--- config.mk ---
export PLATFORM = sky130hd
export DESIGN_NAME = spi_byte_slave
export DESIGN_NICKNAME = d
export VERILOG_FILES = /design/src/rtl/spi_byte_slave.sv
export SDC_FILE = /design/constraint.sdc
export NUM_CORES = 1
export LEC_CHECK = 0
export ABC_CLOCK_PERIOD_IN_PS = 1300
export CELL_PAD_IN_SITES_DETAIL_PLACEMENT = 2
export CELL_PAD_IN_SITES_GLOBAL_PLACEMENT = 2
export CORE_ASPECT_RATIO = 1.75
export CORE_MARGIN = 2
export CORE_UTILIZATION = 35
export DETAILED_ROUTE_END_ITERATION = 7
export DONT_BUFFER_PORTS = 1
export HOLD_SLACK_MARGIN = 0.08
export MAX_ROUTING_LAYER = met4
export PLACE_DENSITY_LB_ADDON = 0.1
export SLEW_MARGIN = 15
export SYNTH_ARGS = -nofsm -noshare
export SYNTH_HDL_FRONTEND = slang
export SYNTH_SLANG_ARGS = --single-unit
--- constraint.sdc ---
create_clock -name i_clk -period 1.3 [get_ports i_clk]
set_input_delay 0.26 -clock i_clk [delete_from_list [all_inputs] [get_ports i_clk]]
set_output_delay 0.26 -clock i_clk [all_outputs]
set_load 0.005 [all_outputs]
--- src/rtl/spi_byte_slave.sv ---
// spi_byte_slave: SPI mode-0, MSB-first byte slave oversampled in the i_clk domain.
// Define SPI_FRAME_ERR_EN to add the o_frame_err abort strobe.
module spi_byte_slave #(
  parameter int SYNC_STAGES = 2
) (
  input  logic       i_clk,
  input  logic       i_rst_n,
  input  logic       i_spi_s_sck,
  input  logic       i_spi_s_cs_n,
  input  logic       i_spi_s_mosi,
  output logic       o_spi_s_miso_oe,
  output logic       o_spi_s_miso,
  output logic       o_rx_done,
  output logic [7:0] o_rx_data,
  input  logic [7:0] i_tx_data
`ifdef SPI_FRAME_ERR_EN
  ,
  output logic       o_frame_err
`endif
);

  localparam logic [0:0] ST_IDLE   = 1'b0;
  localparam logic [0:0] ST_ACTIVE = 1'b1;

  logic [SYNC_STAGES-1:0] sck_sync;
  logic [SYNC_STAGES-1:0] cs_sync;
  logic [SYNC_STAGES-1:0] mosi_sync;
  logic                   sck_hist;
  logic                   cs_hist;

  logic sck_s;
  logic cs_s;
  logic mosi_s;
  logic sck_rise;
  logic sck_fall;
  logic cs_fall;
  logic cs_rise;

  logic [0:0] state;
  logic [2:0] bit_cnt;
  logic [7:0] rx_shift;
  logic [7:0] tx_shift;
  logic [7:0] rx_data;
  logic       rx_done;
`ifdef SPI_FRAME_ERR_EN
  logic       frame_err;
`endif

  // Synchronizers idle at the bus-inactive levels so a CS_n held low across
  // reset release is seen as a fresh falling edge.
  always_ff @(posedge i_clk) begin
    if (!i_rst_n) begin
      sck_sync  <= '0;
      cs_sync   <= '1;
      mosi_sync <= '0;
      sck_hist  <= 1'b0;
      cs_hist   <= 1'b1;
    end else begin
      sck_sync  <= {sck_sync[SYNC_STAGES-2:0], i_spi_s_sck};
      cs_sync   <= {cs_sync[SYNC_STAGES-2:0], i_spi_s_cs_n};
      mosi_sync <= {mosi_sync[SYNC_STAGES-2:0], i_spi_s_mosi};
      sck_hist  <= sck_sync[SYNC_STAGES-1];
      cs_hist   <= cs_sync[SYNC_STAGES-1];
    end
  end

  assign sck_s    = sck_sync[SYNC_STAGES-1];
  assign cs_s     = cs_sync[SYNC_STAGES-1];
  assign mosi_s   = mosi_sync[SYNC_STAGES-1];
  assign sck_rise = sck_s & ~sck_hist;
  assign sck_fall = ~sck_s & sck_hist;
  assign cs_fall  = ~cs_s & cs_hist;
  assign cs_rise  = cs_s & ~cs_hist;

  // o_rx_done is a single-cycle strobe with o_rx_data, no backpressure;
  // i_tx_data is sampled only at frame start and on the falling edge that ends a byte.
  always_ff @(posedge i_clk) begin
    if (!i_rst_n) begin
      state    <= ST_IDLE;
      bit_cnt  <= 3'd0;
      rx_shift <= 8'h00;
      tx_shift <= 8'h00;
      rx_data  <= 8'h00;
      rx_done  <= 1'b0;
`ifdef SPI_FRAME_ERR_EN
      frame_err <= 1'b0;
`endif
    end else begin
      rx_done <= 1'b0;
`ifdef SPI_FRAME_ERR_EN
      frame_err <= 1'b0;
`endif
      case (state)
        ST_IDLE: begin
          bit_cnt <= 3'd0;
          if (cs_fall) begin
            state    <= ST_ACTIVE;
            tx_shift <= i_tx_data;
            rx_shift <= 8'h00;
          end
        end
        ST_ACTIVE: begin
          // A CS_n release takes priority over any SCK edge in the same cycle.
          if (cs_rise) begin
            state   <= ST_IDLE;
            bit_cnt <= 3'd0;
`ifdef SPI_FRAME_ERR_EN
            frame_err <= (bit_cnt != 3'd0);
`endif
          end else if (sck_rise) begin
            rx_shift <= {rx_shift[6:0], mosi_s};
            bit_cnt  <= bit_cnt + 3'd1;
            if (bit_cnt == 3'd7) begin
              rx_data <= {rx_shift[6:0], mosi_s};
              rx_done <= 1'b1;
            end
          end else if (sck_fall) begin
            if (bit_cnt != 3'd0) begin
              tx_shift <= {tx_shift[6:0], 1'b0};
            end else begin
              tx_shift <= i_tx_data;
            end
          end
        end
        default: begin
          state   <= ST_IDLE;
          bit_cnt <= 3'd0;
        end
      endcase
    end
  end

  assign o_spi_s_miso_oe = (state == ST_ACTIVE);
  assign o_spi_s_miso    = (state == ST_ACTIVE) & tx_shift[7];
  assign o_rx_done       = rx_done;
  assign o_rx_data       = rx_data;
`ifdef SPI_FRAME_ERR_EN
  assign o_frame_err     = frame_err;
`endif

endmodule
==> flow_summary.ini, run 1 <==
[status]
outcome = complete, but fails checks
violations = negative setup slack

[drt]
antenna_left = 0
dr.pass1.iters = 4
via_per_inst = 5.72
vias = 1321
drtIter0Drc = 28
wl_per_cell_um = 19.5
drc = 0
wirelength_um = 4490

[global_routing]
antenna_found_initial = 0
busiest_layer = met2
grt_pass1_wl_um = 7330
met3_usage_pct = 3.03
use_met2_pct = 36.4
grt_max_degree = 27
grtUsageTotal_pct = 18.8
grt_pass1_vias = 1476
use_met1_pct = 17.6
overflow = 0

[final_layout]
fin_cells = 231
nets = 195
utilization_pct = 47.5
area_growth_pct = 30.1
num_antenna_cells = 0
drive_gt1_share_pct = 38.9
fillers = 459

[synthesis]
yosys.cell_types.count = 28
netlist_area_mm2 = 0.00162
synth_edf_count = 0
synth_cells = 167
syn-num-nets = 183
synth_area_leaders = dfxtp_1 (44%), a311oi_2 (6.5%), mux2i_1 (5.6%), nand2_1 (5.1%), a311oi_1 (3.8%)
ys_seq_area_share_pct = 44.4
ys_ff_latch = 36
synth_top_area_share_pct = 44.4
synthMostInstantiatedCell = dfxtp_1
syn_avg_cell_area_um2 = 9.72
yosysWarnings = 0
synthArstFlopShare_pct = 0
synth-main-ff-cell = dfxtp_1
ys_top_cells_by_count = dfxtp_1 (36), nand2_1 (22), a21oi_1 (10)
yosys.area.top_type = dfxtp_1

[placement]
gp_congestion = 0.811
place_ws_ns = -0.130
placed_cells = 221
dp_hpwl_um = 3190
port-buffer-count = 0

[clocking]
htreeDepth = 2
clock_latency_ns = 0.29
path_clk_slew_ns = 0.07
clockBufferDepth = 2
cts_root_buffer = clkbuf_8
cts_num_sinks = 36
cts_made_buffers = 5
cts_tree = built

[sta]
max_freq_mhz = 759
hold_viol = 0
hold_slack_ns = 0.108
finalMaxSlewViolations = 0
relSlewSlack_pct = 74.4
min_period_ns = 1.32
worst_pin_slew_ns = 0.383
rsz0062_at_grt = yes
setup_viol = 7
fin_worst_skew_ns = 0.00356
timing.final.crit_share_pct = 101
fin_ws_ns = -0.0181

[power]
power.internal_mw = 1.78
p_sw_mw = 0.543
p_total_mw = 2.32
p_clk_share_pct = 42.3
switching_share_pct = 23.4
p_leak_nw = 0.677
seq_power_share_pct = 49.4
power_frac_comb_pct = 8.3
ir_drop_mv = 0.666
power_density_mw_per_mm2 = 1100

[critical_path]
cp-start-kind = register
startpoint = cs_sync[1]$_SDFF_PN1_
required_ns = 1.46
reg2reg_from = cs_sync[1]$_SDFF_PN1_
worst_ep_arrival_time_ns = 1.48
worstSetupEndpoint = rx_shift[2]$_SDFFE_PN0P_
worst_setup_path_end_kind = register
rrSetupSlack_ns = -0.02
reg2reg_to = rx_shift[2]$_SDFFE_PN0P_
crit_type = reg -> reg
reg2regPathDepth = 4
crit_fanout = 7

[floorplanning]
coreArea_mm2 = 0.00444
die_y_um = 94.1
dieArea_mm2 = 0.00522
die_x_um = 55.5
rows = 32
pin_count = 24
start_util_pct = 36.5

[job]
cap_viol_max_count = 0

[min_path]
hp-class = in -> reg
[layout by cell type, fill, tap and decap left out, types with 6 or more instances in the layout]
cell type   n
a21oi_1     8
a311oi_2    9
and2_1      6
buf_4      11
dfxtp_1    30
mux2i_1     9
nand2_1    22
nand3b_1    7
nand4_1     7
o21ai_2     6
[per-layer routing]
layer | vias up | routed length, um
li1 | 633 | -
met1 | 658 | 1650
met2 | 23 | 2630
met3 | 7 | 117
met4 | 0 | 94
met5 | - | 0
[stage by stage]
step | cell area (um2) | setup TNS [ns]
after floorplan | 1630 | 0
after global placement | 1760 | -0.222
after detailed placement | 1760 | -1.05
after CTS | 1950 | -0.101
after global routing | 2110 | -0.873
final | 2110 | -0.0600
[registers in the layout, indices dropped and copies added, names as in the netlist]
signal,cells
cs_sync,2
o_spi_s_miso_oe,1
rx_shift,7
bit_cnt,3
tx_shift,8
sck_hist,1
cs_hist,1
o_rx_done,1
mosi_sync,2
sck_sync,2
o_rx_data,8
[area by class of cell]
type,count,area (um2),share of cell area (%)
multi-input cells,113,1000,47.5
flip-flops and latches,36,733,34.7
repair buffers,19,181,8.59
clock buffers,5,68.8,3.26
well taps,51,63.8,3.02
clock inverters,3,42.5,2.01
inverters,4,20.0,0.948
[worst min-delay path by stage]
stage / from / end / slack, ns / cells past startpoint
2_1_floorplan: i_spi_s_cs_n / cs_sync[0]$_SDFF_PN1_ / 0.36 / 1
3_3_place_gp: i_rst_n / cs_sync[1]$_SDFF_PN1_ / 0.34 / 1
3_5_place_dp: i_rst_n / cs_sync[0]$_SDFF_PN1_ / 0.34 / 1
4_1_cts: i_rst_n / sck_sync[1]$_SDFF_PN0_ / 0.09 / 1
5_1_grt: i_rst_n / mosi_sync[1]$_SDFF_PN0_ / 0.09 / 1
6_report: i_rst_n / sck_sync[1]$_SDFF_PN0_ / 0.11 / 1
[worst max-delay path, cell delays in order, from the launching register on]
cell and delay (ns):
dfxtp_2 0.35, buf_4 0.15, or3b_4 0.48, o311ai_4 0.12, a21oi_1 0.10
[power groups by stage]
stage | Sequential [mW] | Combinational, mW | Clock, mW
global route | 1.15 | 0.207 | 1.06
CTS | 1.15 | 0.171 | 1.02
global placement | 1.17 | 0.148 | 0
floorplan | 1.17 | 0.118 | 0
finish | 1.15 | 0.192 | 0.981
detailed placement | 1.17 | 0.155 | 0
[cells by family (layout without fill, tap and decap cells)]
kind of cell / Yosys count / after routing / share of synthesized area [%]
AO/OA/AOI/OAI: 40 / 40 / 20.3
XOR/XNOR: 1 / 1 / 0.540
adder cells (fa/ha/maj): 3 / 3 / 2.31
buffers and inverters: 19 / 31 / 6.40
flip-flops: 36 / 36 / 44.4
multiplexers: 9 / 9 / 5.55
AND/OR/NAND/NOR: 59 / 60 / 20.5
[what timing repair did]
action | 4_1_cts | 5_1_grt
endpoints found under the hold margin | 3 | 0
cloned | 1 | 0
setup buffers | 0 | 0
setup endpoints to repair | 26 | 25
hold buffers | 2 | 0
pin swaps | 6 | 13
gates resized for setup | 22 | 38
No activity file was read; power rests on OpenSTA's default activity.
==> run 2: changes to the inputs <==
Settings changed: ABC_CLOCK_PERIOD_IN_PS 1300 to 1500, CORE_UTILIZATION 35 to 38, MAX_ROUTING_LAYER met4 to default, SKIP_LAST_GASP from default to 1.
Clock period 1.3 ns to 1.5 ns, I/O delays scaled along.
==> run 2 against run 1 <==
Against the previous run: the flow now finishes without violations; count of clock-buffer cells in the layout increased by 1; clock skew increased by 0.0033 ns; clock power fell by 27%; setup slack better by 0.084 ns; utilization down 3.2 points; maximum frequency down 8.1%.
==> flow_summary.ini, run 2 (synthesized netlist as in run 1, its figures left out) <==
[floorplanning]
dieArea_mm2 = 0.00483
coreArea_mm2 = 0.00411
pin_count = 24
die_y_um = 90.5
start_util_pct = 39.5
die_x_um = 53.4
rows = 31

[final_layout]
drive_gt1_share_pct = 18.9
nets = 190
num_antenna_cells = 0
layout_common_cells = dfxtp_1 (35), nand2_1 (22), buf_4 (13)
final_common_cell = dfxtp_1
area_growth_pct = 12.4
fin_cells = 224

[sta]
setup_viol = 0
hold_viol = 0
finalMaxSlewViolations = 0
max_freq_mhz = 697
relSlewSlack_pct = 58.4
worst_pin_slew_ns = 0.624
timing.final.crit_share_pct = 95.6
fin_worst_skew_ns = 0.00687
hold_slack_ns = 0.0984
rsz0062_at_grt = yes
min_period_ns = 1.43

[status]
outcome = finished, final reports clean

[drt]
wl_per_cell_um = 18.9
drtIter0Drc = 11
wirelength_um = 4240
vias = 1295
drc = 0
antenna_left = 0
via_per_inst = 5.78
dr.pass1.iters = 4

[critical_path]
cp_slowest_cell = dfxtp_1
crit_path_max_incr_delay_ns = 0.34
worst_setup_path_end_kind = register
crit_type = reg -> reg
required_ns = 1.65
cp-start-kind = register
cp_cell_sequence = nand2b_1, buf_4, a311oi_1, a311oi_2
crit_fanout = 8
worst_ep_arrival_time_ns = 1.59

[clocking]
cts_setup_buffers = 0
cts_tree = built
clockBufferDepth = 2
path_clk_slew_ns = 0.07
cts_num_sinks = 36
clock_latency_ns = 0.29
cts_made_buffers = 5
htreeDepth = 2
cts_root_buffer = clkbuf_8

[global_routing]
grt_max_degree = 28
grtUsageTotal_pct = 20.5
overflow = 0
antenna_found_initial = 0
grt_pass1_wl_um = 7200
grt_pass1_vias = 1483

[power]
power_density_mw_per_mm2 = 1010
p_leak_nw = 0.604
p_total_mw = 1.83
ir_drop_mv = 0.439

[min_path]
hp-class = in -> reg

[job]
cap_viol_max_count = 0

[placement]
gp_congestion = 0.762
port-buffer-count = 0
placed_cells = 215
dp_hpwl_um = 2980
## run 2: cell types whose count changed in the layout (fill, tap and decap cells not counted), sizes merged
cell,delta
bufinv,-1
clkbuf,+1
buf,-3
dlymetal6s4s,-1
nor2b,-1
clkinv,+1
clkinvlp,-1
## run 2: per-stage QoR
stage	utilization [%]	TNS [ns]	worst slack (ns)	cell area (um2)
floorplan	-	0	0.125	1620
global placement	41.7	-0.765	-0.118	1710
detailed placement	41.7	-1.56	-0.248	1710
CTS	44.2	-0.0161	-0.0161	1820
global route	44.4	-0.205	-0.0459	1820
finish	44.4	0	0.0658	1820
## run 2: cell type report
cell class	instances	area (um2)
multi-input combinational	112	806
clock inverter	2	10.0
timing repair buffer	15	128
clock buffer	6	82.6
inverter	4	15.0
tap	49	61.3
fill	460	2290
sequential	36	722
## run 2: critical path: cells and delay by family, from the launching register on
kind | cells | cell delay, ns
buffers and inverters | 1 | 0.25
AO/OA/AOI/OAI | 2 | 0.41
AND/OR/NAND/NOR | 1 | 0.29
flip-flops | 1 | 0.34
## run 2: metal layers
layer,part of all wire [%],up-vias,global-route usage [%]
li1,-,620,-
met1,38,639,20.4
met2,56,26,36.7
met3,3.5,10,5.13
met4,2.5,0,10.0
met5,0,-,0
## run 2: power by group
part	internal, mW	total, mW	switching, mW
clock network	0.366	0.714	0.347
registers	0.979	0.994	0.0156
logic	0.0514	0.126	0.0749
total	1.40	1.83	0.438
## run 2: final timing paths
path | from | end | slack (ns) | depth (start not counted)
setup reg to reg | cs_hist$_SDFF_PN1_ | tx_shift[7]$_SDFFE_PN0P_ | 0.07 | 4
hold / removal | i_rst_n | cs_sync[1]$_SDFF_PN1_ | 0.1 | 1
hold reg to reg | mosi_sync[0]$_SDFF_PN0_ | mosi_sync[1]$_SDFF_PN0_ | 0.45 | 1
setup / recovery | cs_hist$_SDFF_PN1_ | tx_shift[7]$_SDFFE_PN0P_ | 0.07 | 4
## run 2: what timing repair did
action                                 in CTS  in global routing
hold buffers                                1                  0
gates resized for setup                     2                  1
setup endpoints to repair                   9                 13
endpoints found under the hold margin       2                  0
==> run 3: changes to the inputs <==
Settings changed: ABC_CLOCK_PERIOD_IN_PS 1500 to 1750, CORE_UTILIZATION 38 to 41.
Clock period 1.5 ns to 1.75 ns, I/O delays scaled along.
==> run 3 against run 2 <==
Against the previous run: count of clock-buffer cells in the layout is 2 higher; clock power shrank 14%; critical path depth shrank 2; global-route usage decreased by 0.55 points; utilization increased by 1.3 points; first-iteration DRC count increased by 18%.
==> flow_summary.ini, run 3 (synthesized netlist as in run 1, its figures left out) <==
[final_layout]
nets = 183
fin_cells = 216
utilization_pct = 45.6
final_area_mm2 = 0.00175
layout_common_cells = dfxtp_1 (36), nand2_1 (22), a21oi_1 (10)
area_growth_pct = 7.63
final_common_cell = dfxtp_1
drive_gt1_share_pct = 14.3
fillers = 434
num_antenna_cells = 0

[critical_path]
cp-start-kind = register
required_ns = 1.40
reg2regPathDepth = 5
worst_ep_arrival_time_ns = 1.31
crit_fanout = 15
worst_setup_path_end_kind = output port
crit_type = reg -> out

[sta]
setup_viol = 0
fin_worst_skew_ns = 0.00733
hold_slack_ns = 0.131
hold_viol = 0
setup_tns_ns = 0
rsz0062_at_grt = no
relSlewSlack_pct = 59.1
finalMaxSlewViolations = 0
timing.final.crit_share_pct = 95.1
max_freq_mhz = 601
worst_pin_slew_ns = 0.614
fin_ws_ns = 0.0859
min_period_ns = 1.66

[min_path]
holdPathStages = 1
hp-class = in -> reg

[drt]
via_per_inst = 5.90
drtIter0Drc = 13
wirelength_um = 3940
antenna_left = 0
vias = 1275
drc = 0
dr.pass1.iters = 4
wl_per_cell_um = 18.3

[job]
cap_viol_max_count = 0

[clocking]
clockBufferDepth = 2
cts_tree = built
cts_root_buffer = clkbuf_8
cts_num_sinks = 36
cts_setup_buffers = 0
cts_resized = 1
clock_latency_ns = 0.29
path_clk_slew_ns = 0.07
cts_made_buffers = 5
htreeDepth = 2
hold_buffers = 0

[status]
outcome = finished, final reports clean

[floorplanning]
die_y_um = 87.2
die_x_um = 51.6
coreArea_mm2 = 0.00383
start_util_pct = 42.4
pin_count = 24
rows = 30
dieArea_mm2 = 0.00450

[global_routing]
grt_max_degree = 29
overflow = 0
grt_pass1_wl_um = 6680
grt_pass1_vias = 1355
antenna_found_initial = 0
grtUsageTotal_pct = 19.9

[placement]
gp_congestion = 0.721
dp_hpwl_um = 2900
port-buffer-count = 0
placed_cells = 208
dpl_cell_area_mm2 = 0.00165
place_ws_ns = -0.0297

[power]
p_leak_nw = 0.553
ir_drop_mv = 0.420
p_total_mw = 1.56
power_density_mw_per_mm2 = 894
[run 3: cell types whose count changed in the layout (fill, tap and decap cells not counted), sizes merged]
cell	delta
clkinv	-2
buf	-6
clkbuf	+2
dlygate4sd3	-1
[run 3: final timing paths]
path	from	to	slack, ns
max	o_spi_s_miso_oe$_SDFF_PN0_	o_spi_s_miso	0.09
min reg2reg	cs_sync[0]$_SDFF_PN1_	cs_sync[1]$_SDFF_PN1_	0.41
min	i_rst_n	cs_sync[0]$_SDFF_PN1_	0.13
max reg2reg	bit_cnt[0]$_SDFFE_PN0P_	tx_shift[2]$_SDFFE_PN0P_	0.24
[run 3: where the power goes]
group          total (mW)  switching [mW]  internal, mW
Sequential          0.854          0.0151         0.838
Combinational      0.0971          0.0592        0.0379
Clock               0.611           0.290         0.321
Total                1.56           0.365          1.20
[run 3: routing by layer]
metal	track usage (%)	up-vias	part of all wire, %
met4	7.89	0	1.8
met3	3.95	6	2.7
met2	36.7	22	57
met5	0	-	0
met1	21.5	639	38
li1	-	608	-
[run 3: layout make-up]
type                            count  area, um2  share of cell area, %
Sequential cell                    36        721                   41.3
Timing Repair Buffer                8       60.1                   3.44
Clock buffer                        8       90.1                   5.16
Inverter                            4       15.0                  0.860
Tap cell                           48       60.1                   3.44
Multi-Input combinational cell    112        801                   45.8
[run 3: critical path, stage by stage, from the launching register on]
cell and delay [ns]:
dfxtp_1 0.57, buf_4 0.28, and2_1 0.17
